File: src/rtl/axi_lite_pkg.sv
// Shared AXI4-Lite types for the slave register bank: response codes,
// word-address offset and the write/read channel state encodings.
package axi_lite_pkg;

  typedef enum logic [1:0] {
    RESP_OKAY   = 2'b00,
    RESP_EXOKAY = 2'b01,
    RESP_SLVERR = 2'b10,
    RESP_DECERR = 2'b11
  } resp_t;

  localparam int ADDR_LSB = 2;

  typedef enum logic [1:0] {
    W_IDLE,
    W_COMMIT,
    W_RESP
  } wstate_t;

  typedef enum logic {
    R_IDLE,
    R_RESP
  } rstate_t;

endpackage

File: src/rtl/axi_lite_slave_addr_dec.sv
// Combinational address decode: control registers occupy the low half of the
// index space, status words the high half; any higher set bit is unmapped.
module axi_lite_slave_addr_dec
  import axi_lite_pkg::*;
#(
  parameter int AXI_ADDR_WIDTH = 32,
  parameter int NUM_REGS       = 8,
  parameter int IDX_W          = $clog2(NUM_REGS)
) (
  input  logic [AXI_ADDR_WIDTH-1:0] addr,
  output logic                      is_ctrl,
  output logic                      is_status,
  output logic [IDX_W-1:0]          idx
);

  localparam int HI = ADDR_LSB + IDX_W + 1;

  logic [IDX_W:0] field;
  logic           upper_clear;
  logic           unused_lsb;

  assign field      = addr[ADDR_LSB +: IDX_W+1];
  assign unused_lsb = ^addr[ADDR_LSB-1:0];

  if (AXI_ADDR_WIDTH > HI) begin : g_upper
    assign upper_clear = (addr[AXI_ADDR_WIDTH-1:HI] == '0);
  end else begin : g_no_upper
    assign upper_clear = 1'b1;
  end

  assign is_ctrl   = upper_clear & ~field[IDX_W];
  assign is_status = upper_clear &  field[IDX_W];
  assign idx       = field[IDX_W-1:0];

endmodule

File: src/rtl/axi_lite_slave_regs.sv
// AXI4-Lite slave exposing NUM_REGS RW control registers and NUM_REGS RO status words.
// Optional AXIL_SLAVE_SELFCLR_EN turns register 0 into a one-cycle self-clearing pulse register.
module axi_lite_slave_regs
  import axi_lite_pkg::*;
#(
  parameter int AXI_ADDR_WIDTH = 32,
  parameter int AXI_DATA_WIDTH = 32,
  parameter int NUM_REGS       = 8
) (
  input  logic                          S_AXI_ACLK,
  input  logic                          S_AXI_ARESETN,
  input  logic [AXI_ADDR_WIDTH-1:0]     S_AXI_AWADDR,
  input  logic [2:0]                    S_AXI_AWPROT,
  input  logic                          S_AXI_AWVALID,
  output logic                          S_AXI_AWREADY,
  input  logic [31:0]                   S_AXI_WDATA,
  input  logic [3:0]                    S_AXI_WSTRB,
  input  logic                          S_AXI_WVALID,
  output logic                          S_AXI_WREADY,
  output logic [1:0]                    S_AXI_BRESP,
  output logic                          S_AXI_BVALID,
  input  logic                          S_AXI_BREADY,
  input  logic [AXI_ADDR_WIDTH-1:0]     S_AXI_ARADDR,
  input  logic [2:0]                    S_AXI_ARPROT,
  input  logic                          S_AXI_ARVALID,
  output logic                          S_AXI_ARREADY,
  output logic [31:0]                   S_AXI_RDATA,
  output logic [1:0]                    S_AXI_RRESP,
  output logic                          S_AXI_RVALID,
  input  logic                          S_AXI_RREADY,
  output logic [32*NUM_REGS-1:0]        ctrl_regs,
  input  logic [32*NUM_REGS-1:0]        status_in,
  output logic                          wr_pulse,
  output logic [$clog2(NUM_REGS)-1:0]   wr_index
);

  localparam int IDX_W = $clog2(NUM_REGS);

  if (AXI_DATA_WIDTH != 32) begin : g_dw_chk
    $error("axi_lite_slave_regs: AXI_DATA_WIDTH must be 32");
  end
  if (NUM_REGS < 2 || NUM_REGS > 64 || (NUM_REGS & (NUM_REGS - 1)) != 0) begin : g_nr_chk
    $error("axi_lite_slave_regs: NUM_REGS must be a power of 2 in 2..64");
  end

  wstate_t wstate_q, wstate_d;
  rstate_t rstate_q, rstate_d;

  logic                      awready_q, wready_q, arready_q;
  logic                      bvalid_q, rvalid_q;
  resp_t                     bresp_q, rresp_q;
  logic [31:0]               rdata_q;
  logic                      aw_held_q, w_held_q;
  logic [AXI_ADDR_WIDTH-1:0] awaddr_q;
  logic [31:0]               wdata_q;
  logic [3:0]                wstrb_q;
  logic                      wr_pulse_q;
  logic [IDX_W-1:0]          wr_index_q;
  logic [31:0]               ctrl_q   [NUM_REGS];
  logic [31:0]               status_w [NUM_REGS];

  logic aw_hs, w_hs, ar_hs;
  logic wdec_ctrl, wdec_status, rdec_ctrl, rdec_status;
  logic [IDX_W-1:0] wdec_idx, rdec_idx;
  logic unused_prot;

  assign aw_hs       = S_AXI_AWVALID & awready_q;
  assign w_hs        = S_AXI_WVALID  & wready_q;
  assign ar_hs       = S_AXI_ARVALID & arready_q;
  assign unused_prot = ^{S_AXI_AWPROT, S_AXI_ARPROT};

  for (genvar i = 0; i < NUM_REGS; i++) begin : g_flat
    assign ctrl_regs[32*i +: 32] = ctrl_q[i];
    assign status_w[i]           = status_in[32*i +: 32];
  end

  axi_lite_slave_addr_dec #(
    .AXI_ADDR_WIDTH(AXI_ADDR_WIDTH),
    .NUM_REGS      (NUM_REGS),
    .IDX_W         (IDX_W)
  ) u_wdec (
    .addr     (awaddr_q),
    .is_ctrl  (wdec_ctrl),
    .is_status(wdec_status),
    .idx      (wdec_idx)
  );

  axi_lite_slave_addr_dec #(
    .AXI_ADDR_WIDTH(AXI_ADDR_WIDTH),
    .NUM_REGS      (NUM_REGS),
    .IDX_W         (IDX_W)
  ) u_rdec (
    .addr     (S_AXI_ARADDR),
    .is_ctrl  (rdec_ctrl),
    .is_status(rdec_status),
    .idx      (rdec_idx)
  );

  always_ff @(posedge S_AXI_ACLK) begin
    if (!S_AXI_ARESETN) begin
      wstate_q <= W_IDLE;
      rstate_q <= R_IDLE;
    end else begin
      wstate_q <= wstate_d;
      rstate_q <= rstate_d;
    end
  end

  always_comb begin
    wstate_d = wstate_q;
    case (wstate_q)
      W_IDLE:   if ((aw_held_q | aw_hs) & (w_held_q | w_hs)) wstate_d = W_COMMIT;
      W_COMMIT: wstate_d = W_RESP;
      W_RESP:   if (S_AXI_BREADY) wstate_d = W_IDLE;
      default:  wstate_d = W_IDLE;
    endcase
  end

  always_comb begin
    rstate_d = rstate_q;
    case (rstate_q)
      R_IDLE:  if (ar_hs) rstate_d = R_RESP;
      R_RESP:  if (S_AXI_RREADY) rstate_d = R_IDLE;
      default: rstate_d = R_IDLE;
    endcase
  end

  // Write channel: capture AW/W independently, commit one cycle later, hold B until BREADY
  always_ff @(posedge S_AXI_ACLK) begin
    if (!S_AXI_ARESETN) begin
      awready_q  <= 1'b0;
      wready_q   <= 1'b0;
      aw_held_q  <= 1'b0;
      w_held_q   <= 1'b0;
      awaddr_q   <= '0;
      wdata_q    <= '0;
      wstrb_q    <= '0;
      bvalid_q   <= 1'b0;
      bresp_q    <= RESP_OKAY;
      wr_pulse_q <= 1'b0;
      wr_index_q <= '0;
      for (int i = 0; i < NUM_REGS; i++) ctrl_q[i] <= '0;
    end else begin
      wr_pulse_q <= 1'b0;
`ifdef AXIL_SLAVE_SELFCLR_EN
      ctrl_q[0] <= '0;
`endif
      case (wstate_q)
        W_IDLE: begin
          if (aw_hs) begin
            awaddr_q  <= S_AXI_AWADDR;
            aw_held_q <= 1'b1;
          end
          if (w_hs) begin
            wdata_q  <= S_AXI_WDATA;
            wstrb_q  <= S_AXI_WSTRB;
            w_held_q <= 1'b1;
          end
          awready_q <= ~(aw_held_q | aw_hs);
          wready_q  <= ~(w_held_q | w_hs);
        end
        W_COMMIT: begin
          bvalid_q <= 1'b1;
          if (wdec_ctrl) begin
            bresp_q    <= RESP_OKAY;
            wr_pulse_q <= 1'b1;
            wr_index_q <= wdec_idx;
            for (int k = 0; k < 4; k++) begin
              if (wstrb_q[k]) ctrl_q[wdec_idx][8*k +: 8] <= wdata_q[8*k +: 8];
            end
          end else if (wdec_status) begin
            bresp_q <= RESP_SLVERR;
          end else begin
            bresp_q <= RESP_DECERR;
          end
        end
        W_RESP: begin
          if (S_AXI_BREADY) begin
            bvalid_q  <= 1'b0;
            awready_q <= 1'b1;
            wready_q  <= 1'b1;
            aw_held_q <= 1'b0;
            w_held_q  <= 1'b0;
          end
        end
        default: ;
      endcase
    end
  end

  // Read channel: data captured at the AR handshake and held until RREADY
  always_ff @(posedge S_AXI_ACLK) begin
    if (!S_AXI_ARESETN) begin
      arready_q <= 1'b0;
      rvalid_q  <= 1'b0;
      rdata_q   <= '0;
      rresp_q   <= RESP_OKAY;
    end else begin
      case (rstate_q)
        R_IDLE: begin
          if (ar_hs) begin
            arready_q <= 1'b0;
            rvalid_q  <= 1'b1;
            if (rdec_ctrl) begin
              rdata_q <= ctrl_q[rdec_idx];
              rresp_q <= RESP_OKAY;
            end else if (rdec_status) begin
              rdata_q <= status_w[rdec_idx];
              rresp_q <= RESP_OKAY;
            end else begin
              rdata_q <= '0;
              rresp_q <= RESP_DECERR;
            end
          end else begin
            arready_q <= 1'b1;
          end
        end
        R_RESP: begin
          if (S_AXI_RREADY) begin
            rvalid_q  <= 1'b0;
            arready_q <= 1'b1;
          end
        end
        default: ;
      endcase
    end
  end

  assign S_AXI_AWREADY = awready_q;
  assign S_AXI_WREADY  = wready_q;
  assign S_AXI_BVALID  = bvalid_q;
  assign S_AXI_BRESP   = bresp_q;
  assign S_AXI_ARREADY = arready_q;
  assign S_AXI_RVALID  = rvalid_q;
  assign S_AXI_RDATA   = rdata_q;
  assign S_AXI_RRESP   = rresp_q;
  assign wr_pulse      = wr_pulse_q;
  assign wr_index      = wr_index_q;

endmodule

File: config.mk
export PLATFORM = sky130hd
export DESIGN_NAME = axi_lite_slave_regs
export DESIGN_NICKNAME = d
export VERILOG_FILES = /design/src/rtl/axi_lite_pkg.sv /design/src/rtl/axi_lite_slave_addr_dec.sv /design/src/rtl/axi_lite_slave_regs.sv
export SDC_FILE = /design/constraint.sdc
export NUM_CORES = 1
export LEC_CHECK = 0
export CAP_MARGIN = 5
export CORE_AREA = 2 2 263 265
export DETAILED_ROUTE_END_ITERATION = 6
export DIE_AREA = 0 0 265 267
export GPL_ROUTABILITY_DRIVEN = 0
export GPL_TIMING_DRIVEN = 0
export PLACE_DENSITY = 0.58
export SLEW_MARGIN = 20
export SYNTH_ARGS = -nofsm -noshare
export SYNTH_HDL_FRONTEND = slang
export SYNTH_SLANG_ARGS = --single-unit
File: constraint.sdc
create_clock -name S_AXI_ACLK -period 6.1 [get_ports S_AXI_ACLK]
set_input_delay 1.22 -clock S_AXI_ACLK [delete_from_list [all_inputs] [get_ports S_AXI_ACLK]]
set_output_delay 1.22 -clock S_AXI_ACLK [all_outputs]
set_load 0.02 [all_outputs]
**Word-level counts from Yosys, hierarchy flattened**

Memory sizes are Yosys's and may differ from the RTL's.
Index checks and enable logic that the tools add are counted.

- RAM bits: 256
- Memories: 1
- Flip-flop bits (word level): 118

Memories:

| memory | words | width | rd ports | clocked after Yosys merged registers in | write ports | line | text |
|---|---|---|---|---|---|---|---|
| ctrl_q | 8 | 32 | 9 | 0 | 8 | axi_lite_slave_regs.sv:59 | `logic [31:0] ctrl_q [NUM_REGS];` |

- Bitwise operators: 16
- $lt $le $gt $ge: 1
- Reduce and logical (&&, ||, !) cells: 17
- Mux-type cells: 55
- Equality and inequality tests: 8

Operator list:

| cell | count |
|---|---|
| 2-to-1 mux 32 bit | 5 |
| binary-select mux 32 bit (select 3 bit) | 1 |
| zero test 26 bit | 2 |
| 2-to-1 mux 1 bit | 33 |
| OR reduction 32 bit | 1 |
| AND reduction 2 bit | 9 |
| case mux 1 bit (2 select lines) | 8 |
| != test 2 bit, second input constant | 6 |
| 2-to-1 mux 2 bit | 5 |
| AND 1 bit | 8 |
| case mux 2 bit (3 select lines) | 1 |
| AND reduction 3 bit | 2 |
| inverter 1 bit | 5 |
| greater-or-equal comparator 4 bit, second input constant | 1 |
| 2-to-1 mux 4 bit | 1 |
| inverter 3 -> 4 bit | 1 |
| nonzero test 2 bit | 2 |
| 2-to-1 mux 3 bit | 1 |
| equality test 2 x 1 -> 1 bit, second input constant | 1 |
| equality test 2 bit, second input constant | 1 |
| zero test 2 bit | 1 |
| OR 1 bit | 2 |

**Longest topological paths before layout**

Gate-level depths: netlist of run 1.

- Word-level depth: 8
- Gate-level depth with buffers: 6
- Mapped depth without buffers: 4

**By module**

Synthesis of run 1 repeated with hierarchy kept, for this count alone.

- Cells, all modules: 1407
- Area total of the unflattened synthesis: 18208.7 um2

By module, submodules not included:

| module | area an instance (um2) | times used | cells an instance |
|---|---|---|---|
| axi_lite_slave_regs | 18018.5 | 1 | 1377 |
| axi_lite_slave_addr_dec | 95.1 | 2 | 15 |

**Least setup slack after synthesis of run 1**

Ideal clock, no wire load.

- Path kind: in2reg
- From: input port S_AXI_ARADDR[2]
- To: register rdata_q[10], in the netlist S_AXI_RDATA[10]
- Path slack: 3.299 ns
- Data arrival time: 2.684 ns
- Data required time: 5.983 ns
- Stages: 6
- Setup time: 0.117 ns
- Cells stage by stage: buf_2 > buf_2 > mux4_2 > a22oi_1 > nand2_1 > a22o_1

- Cells in the longest elaborated chain, start to end: 6
- Elaborated cells between the ends (all ways): 7
- Classes of those cells: mux (5); bitwise (1); memory (1)

Ends and longest elaborated chain:

| item | line | text |
|---|---|---|
| start, declared | axi_lite_slave_regs.sv:23 | `input logic [AXI_ADDR_WIDTH-1:0] S_AXI_ARADDR,` |
| inverter 3 -> 4 bit (not written as such) | axi_lite_slave_regs.sv:208 | `rdata_q <= status_w[rdec_idx];` |
| binary-select mux 32 bit (select 3 bit) | axi_lite_slave_regs.sv:208 |  |
| 2-to-1 mux 32 bit (not written as such) (2 in series) | axi_lite_slave_regs.sv:208 |  |
| 2-to-1 mux 32 bit | axi_lite_slave_regs.sv:207 | `end else if (rdec_status) begin` |
| 2-to-1 mux 32 bit * | axi_lite_slave_regs.sv:204 | `if (rdec_ctrl) begin` |
| end signal, assigned | axi_lite_slave_regs.sv:205 | `rdata_q <= ctrl_q[rdec_idx];` |
| end signal, assigned | axi_lite_slave_regs.sv:208 |  |
| end, declared | axi_lite_slave_regs.sv:52 | `logic [31:0] rdata_q;` |

Every way passes the cells marked *; elsewhere a longest branch is shown, timed or not. The select of a mux whose other input is x is not followed.
A chain may end at the register's enable or synchronous reset.

**Worst setup path after layout of run 1**

- From: input port S_AXI_ARADDR[3]
- To: register rdata_q[2], in the netlist S_AXI_RDATA[2]

The elaborated chain is that of the path after synthesis.

==> impl_metrics.py, run 1 <==
metrics = {
    "detailed_routing": {
        "dr.first_iter.drc_count": 1379,
        "antenna_left": 0,
        "vias": 14890,
        "drc": 0,
        "wl_um": 86270,
        "routed_via_density": 4.972,
        "dr.pass1.iters": 5,
        "wire_per_inst_um": 28.82,
    },
    "grt": {
        "grt_pass1_vias": 15250,
        "grt_pass1_wl_um": 117100,
        "grt.overflow.total": 0,
        "grt_usage": 0.2354,
        "antenna_found_initial": 22,
        "grt_max_degree": 14,
    },
    "job": {
        "cap_viol_max_count": 0,
    },
    "clock_tree": {
        "htreeDepth": 2,
        "post_cts_buffers": 0,
        "clock_path_buffers": 3,
        "cts_root_buf": "clkbuf_16",
        "path_clk_slew_ns": 0.05,
        "cts-resized-gates": 0,
        "clk_latency_ns": 0.58,
        "cts-buffers-inserted": 42,
        "cts_tree": "yes",
        "clock-sinks": 371,
        "ctsHoldBuffers": 0,
    },
    "placed_design": {
        "place_ws_ns": 1.986,
        "dpl.hpwl_um": 70400,
        "io_buffers": 657,
    },
    "logic_synthesis": {
        "syn_nets": 1725,
        "yosysMostFrequentCell": "nor2_1",
        "async_reset_ff_frac": 0,
        "syn_area_um2": 16920,
        "synth_edf_count": 256,
        "synth_top_cell_by_area": "edfxtp_1",
        "synth.top_cell.area_share": 0.4544,
        "ys_seq_area_frac": 0.5905,
        "synthTopCellsByCount": "271 x nor2_1, 256 x edfxtp_1, 202 x nand2_1",
        "ys.flop_type": "edfxtp_1",
        "yosys_warnings": 0,
        "syn-mean-instance-area_um2": 12.48,
        "synth-seq-cells": 371,
        "yosysUniqueCellTypes": 38,
        "syn_inst": 1356,
        "synth.area.top_cells": "edfxtp_1 45%, mux4_2 17%, dfxtp_1 14%, nor2_1 6.0%, nand2_1 4.5%",
    },
    "floorplanning": {
        "rows": 96,
        "die_w_um": 265,
        "ioPinCount": 670,
        "start_util": 0.2488,
        "coreArea_um2": 67990,
        "die_area_um2": 70760,
        "fp.dieH_um": 267,
    },
    "critical_path": {
        "end_kind": "flip-flop",
        "path_max_fanout": 10,
        "critPathRequiredTime_ns": 6.55,
        "crit_arrival_ns": 4.02,
        "crit_type": "in2reg",
        "cp-start-kind": "input port",
    },
    "layout": {
        "final.fill_count": 6559,
        "drive_above_1_share": 0.1119,
        "area_growth_pct": 54.60,
        "nets": 2437,
    },
    "timing": {
        "setup-tns-final_ns": 0,
        "finalSetupViolCount": 0,
        "slew_headroom": 0.2586,
        "hold_viol": 0,
        "worst-slew-pin-transition_ns": 1.112,
        "fin_skew_ns": 0.02703,
        "fmax_mhz": 279.5,
        "rsz0062_at_grt": "no",
        "layout_setup_ws_ns": 2.523,
        "min_period_over_period": 0.5865,
        "drv_slew": 0,
        "finalCriticalPeriod_ns": 3.577,
    },
    "pwr": {
        "clkPwrFrac": 0.408,
        "comb_power_share": 0.152,
        "power.density_cell_area_nw_per_um2": 247.6,
        "finalPower_mw": 6.476,
        "seqPwrFrac": 0.440,
        "p_int_mw": 4.824,
        "ir_worst_vdd_mv": 0.1686,
        "power.switching_mw": 1.652,
        "sw_frac_of_total": 0.2551,
        "p_leak_nw": 8.725,
    },
    "outcome": {
        "status": "finished clean",
    },
    "worst_hold_path": {
        "min_path_type": "reg2reg",
    },
}
[layout by cell type, fill, tap and decap left out, types with 4 or more instances in the layout]
cell type / instances
a21oi_1: 78
a22o_1: 32
a22oi_1: 64
and3_1: 4
buf_1: 4
buf_2: 18
buf_4: 10
buf_6: 7
bufinv_16: 5
clkbuf_1: 89
clkbuf_16: 43
clkdlybuf4s50_1: 657
clkinv_1: 6
clkinv_2: 4
dfxtp_1: 115
diode_2: 11
edfxtp_1: 256
mux4_2: 128
nand2_1: 202
nand2b_1: 5
nand3_1: 5
nand4_1: 6
nand4b_1: 5
nor2_1: 271
nor2b_1: 4
nor4_1: 12
o21ai_1: 29
[cells by family (layout without fill, tap and decap cells)]
logic type,count (synthesis),in the layout,synth area share
compound gates,213,213,0.08151
buf+inv,114,859,0.02981
simple gates,528,528,0.1266
flops,371,371,0.5905
other cells,0,11,0
mux,130,130,0.1716
[power groups by stage]
stage / Combinational, mW / Clock [mW] / Sequential, mW
3_3_place_gp: 0.965 / 0 / 2.90
3_5_place_dp: 0.980 / 0 / 2.90
6_report: 0.982 / 2.65 / 2.85
2_1_floorplan: 0.347 / 0 / 2.95
5_1_grt: 1.03 / 2.78 / 2.86
4_1_cts: 0.984 / 2.68 / 2.85
[sequential cells by signal, indices dropped and copies added, names as in the netlist, 2 cells and up]
name,cells
wr_index,3
S_AXI_RDATA,32
S_AXI_BRESP,2
ctrl_q,256
wdata_q,32
wstate_q,2
wstrb_q,4
awaddr_q,30
[area by class of cell]
type | instances | area [um2] | share of cell area
clock inverters | 23 | 274.0 | 0.01048
repair buffers | 668 | 6654 | 0.2544
clock buffers | 54 | 1147 | 0.04387
plain buffers | 111 | 495.5 | 0.01895
flip-flops and latches | 371 | 9990 | 0.3820
inverters | 3 | 11.26 | 0.0004306
diodes | 11 | 27.53 | 0.001053
multi-input cells | 871 | 6450 | 0.2466
well taps | 882 | 1104 | 0.04220
[worst max-delay path, cell delays in order]
cell and delay, ns:
clkbuf_1 0.72, clkbuf_1 0.70, mux4_2 0.46, a22oi_1 0.60, nand2_1 0.11, a22o_1 0.19
[routing by layer]
metal | vias to the layer above | track usage | share of wire
met4 | 10 | 0.06612 | 0.027
li1 | 6503 | - | -
met5 | - | 0 | 0.00080
met2 | 795 | 0.4058 | 0.49
met3 | 125 | 0.07639 | 0.10
met1 | 7452 | 0.2808 | 0.38
[final timing paths]
| check | cells past startpoint | endpoint | start | slack [ns] |
|---|---|---|---|---|
| max | 6 | S_AXI_RDATA[2]$_SDFFE_PN0P_ | S_AXI_ARADDR[3] | 2.52 |
| max reg2reg | 4 | ctrl_q[4][24]$_SDFFCE_PN0P_ | awaddr_q[28]$_SDFFE_PN0P_ | 2.59 |
| min | 2 | wdata_q[26]$_SDFFE_PN0P_ | wdata_q[26]$_SDFFE_PN0P_ | 0.45 |
| min reg2reg | 2 | wdata_q[26]$_SDFFE_PN0P_ | wdata_q[26]$_SDFFE_PN0P_ | 0.45 |
[per-stage QoR]
step	utilization	instance area [um2]	cells	hold WS, ns
2_1_floorplan	-	16920	1356	0.4360
3_3_place_gp	0.3618	24600	2895	0.4416
3_5_place_dp	0.3634	24700	2906	0.4468
4_1_cts	0.3843	26130	2983	0.4550
5_1_grt	0.3846	26150	2991	0.4740
6_report	0.3847	26150	2994	0.4541
Power figures use the tool's default switching activity.
==> run 2: changes to the inputs <==
- CORE_AREA: 2 2 263 265 -> 2 2 259 261
- DIE_AREA: 0 0 265 267 -> 0 0 261 263
- PLACE_DENSITY: 0.58 -> 0.59
- clock period: 6.1 -> 3.6 ns (I/O delays scaled with it)
==> run 2 against run 1 <==
  * Sequential share of layout area down 0.11 points
  * Clock power is 75% higher
  * Sequential power up 69%
  * Clock-buffer cell count shrank 2
  * Via count hardly changed
  * Final cell count decreased by 0.37%
  * First-iteration DRC count shrank 13%
  * Setup slack worse by 2.1 ns
  * Utilization grew 1.5 points
  * Non-clock buffer count is 2 higher
  * Highest routed layer unchanged
==> impl_metrics.py, run 2 (same netlist as run 1, synthesis figures left out) <==
metrics = {
    "layout": {
        "final.fill_count": 6208,
        "regArea_um2": 9990,
        "largest_register": "ctrl_q",
        "nets": 2441,
        "utilization": 0.3997,
        "area_growth_pct": 55.05,
        "final_cell_area_um2": 26230,
        "final_cell_mix": "657 x clkdlybuf4s50_1, 271 x nor2_1, 256 x edfxtp_1",
        "multi_input_area_um2": 6465,
        "fin_cells": 2983,
        "largest_reg_flops": 256,
        "layout_commonest_cell": "clkdlybuf4s50_1",
        "drive_above_1_share": 0.1149,
    },
    "grt": {
        "grt.overflow.total": 0,
        "grt_max_degree": 14,
        "grt_pass1_wl_um": 115000,
        "grt_pass1_vias": 15270,
        "antenna_found_initial": 22,
        "grt_usage": 0.2367,
    },
    "detailed_routing": {
        "antenna_left": 0,
        "routed_via_density": 4.994,
        "dr.pass1.iters": 5,
        "wire_per_inst_um": 28.29,
        "drc": 0,
        "wl_um": 84390,
        "dr.first_iter.drc_count": 1197,
        "vias": 14900,
    },
    "critical_path": {
        "critPathRequiredTime_ns": 3.79,
        "r2r_cells": 5,
        "crit_type": "reg2reg",
        "end_kind": "flip-flop",
        "timing.rr.end": "ctrl_q[3][9]$_SDFFCE_PN0P_",
        "crit_arrival_ns": 3.38,
        "cp-start-kind": "flip-flop",
        "reg2reg_slack_ns": 0.41,
        "reg2reg_from": "awaddr_q[23]$_SDFFE_PN0P_",
        "path_max_fanout": 10,
    },
    "pwr": {
        "p_leak_nw": 8.771,
        "ir_worst_vdd_mv": 0.2977,
        "finalPower_mw": 11.11,
        "power.density_cell_area_nw_per_um2": 423.7,
    },
    "clock_tree": {
        "cts-buffers-inserted": 44,
        "htreeDepth": 2,
        "ctsHoldBuffers": 0,
        "post_cts_buffers": 0,
        "clock_path_buffers": 3,
        "cts_tree": "yes",
        "cts-resized-gates": 0,
        "path_clk_slew_ns": 0.06,
        "clock-sinks": 371,
        "cts_root_buf": "clkbuf_16",
        "clk_latency_ns": 0.57,
    },
    "floorplanning": {
        "ioPinCount": 670,
        "die_w_um": 261,
        "start_util": 0.2578,
        "die_area_um2": 68640,
        "rows": 94,
        "coreArea_um2": 65630,
        "fp.dieH_um": 263,
    },
    "timing": {
        "layout_setup_ws_ns": 0.4096,
        "setup-tns-final_ns": 0,
        "hold_viol": 0,
        "rsz0062_at_grt": "no",
        "drv_slew": 0,
        "hold_ws_ns": 0.4578,
        "worst-slew-pin-transition_ns": 1.040,
        "min_period_over_period": 0.8862,
        "fin_skew_ns": 0.02064,
        "finalCriticalPeriod_ns": 3.190,
        "slew_headroom": 0.3068,
        "finalSetupViolCount": 0,
        "fmax_mhz": 313.4,
    },
    "placed_design": {
        "place_area_um2": 24730,
        "dpl.hpwl_um": 68150,
        "dp.cells": 2890,
        "place_ws_ns": -0.05900,
        "io_buffers": 657,
    },
    "worst_hold_path": {
        "holdPathEnd": "awaddr_q[15]$_SDFFE_PN0P_",
        "min_path_type": "reg2reg",
        "min_path_cells": 2,
        "holdCritStartpoint": "awaddr_q[15]$_SDFFE_PN0P_",
    },
    "job": {
        "cap_viol_max_count": 0,
    },
    "outcome": {
        "status": "finished clean",
    },
}
run 2: changes by cell type in the layout (fill, tap and decap cells not counted), sizes merged:
| cell | before | now |
|---|---|---|
| buf | 39 | 41 |
| clkbuf | 137 | 135 |
| bufinv | 5 | 7 |
| diode | 11 | 13 |
| inv | 4 | 7 |
run 2: report_power, final:
group	total, mW	switching (mW)	internal, mW
Combinational	1.67	0.819	0.847
Clock	4.63	1.87	2.76
Sequential	4.81	0.109	4.70
run 2: worst max path at each step:
stage          cells past startpoint  slack, ns                      start                           to
2_1_floorplan                      5       1.01   wstate_q[1]$_SDFFE_PN0P_   ctrl_q[2][0]$_SDFFCE_PN0P_
3_3_place_gp                       4      -0.76  awaddr_q[23]$_SDFFE_PN0P_  ctrl_q[4][18]$_SDFFCE_PN0P_
3_5_place_dp                       6      -0.06            S_AXI_ARADDR[2]  S_AXI_RDATA[0]$_SDFFE_PN0P_
4_1_cts                            4       0.14  awaddr_q[23]$_SDFFE_PN0P_  ctrl_q[4][10]$_SDFFCE_PN0P_
5_1_grt                            5       0.21  awaddr_q[23]$_SDFFE_PN0P_   ctrl_q[5][2]$_SDFFCE_PN0P_
6_report                           5       0.41  awaddr_q[23]$_SDFFE_PN0P_   ctrl_q[3][9]$_SDFFCE_PN0P_
run 2: worst max-delay path, cell delays in order, from the launching register on:
cell and delay (ns):
dfxtp_1 0.31, nor4_1 0.42, and3_1 0.31, buf_2 0.24, nand4_1 0.60, o21ai_1 0.94
run 2: layer usage:
layer | share of wire | track usage
met4 | 0.040 | 0.09705
met5 | 0.00083 | 0
met3 | 0.089 | 0.06721
met2 | 0.49 | 0.4019
met1 | 0.38 | 0.2799
run 2: area by class of cell:
cell class                      instances  share of cell area
Antenna cell                           13            0.001240
Buffer                                111             0.01894
Clock buffer                           52             0.04312
Clock inverter                         28             0.01298
Inverter                                3           0.0004293
Multi-Input combinational cell        871              0.2465
Sequential cell                       371              0.3809
Tap cell                              864             0.04122
Timing Repair Buffer                  670              0.2547
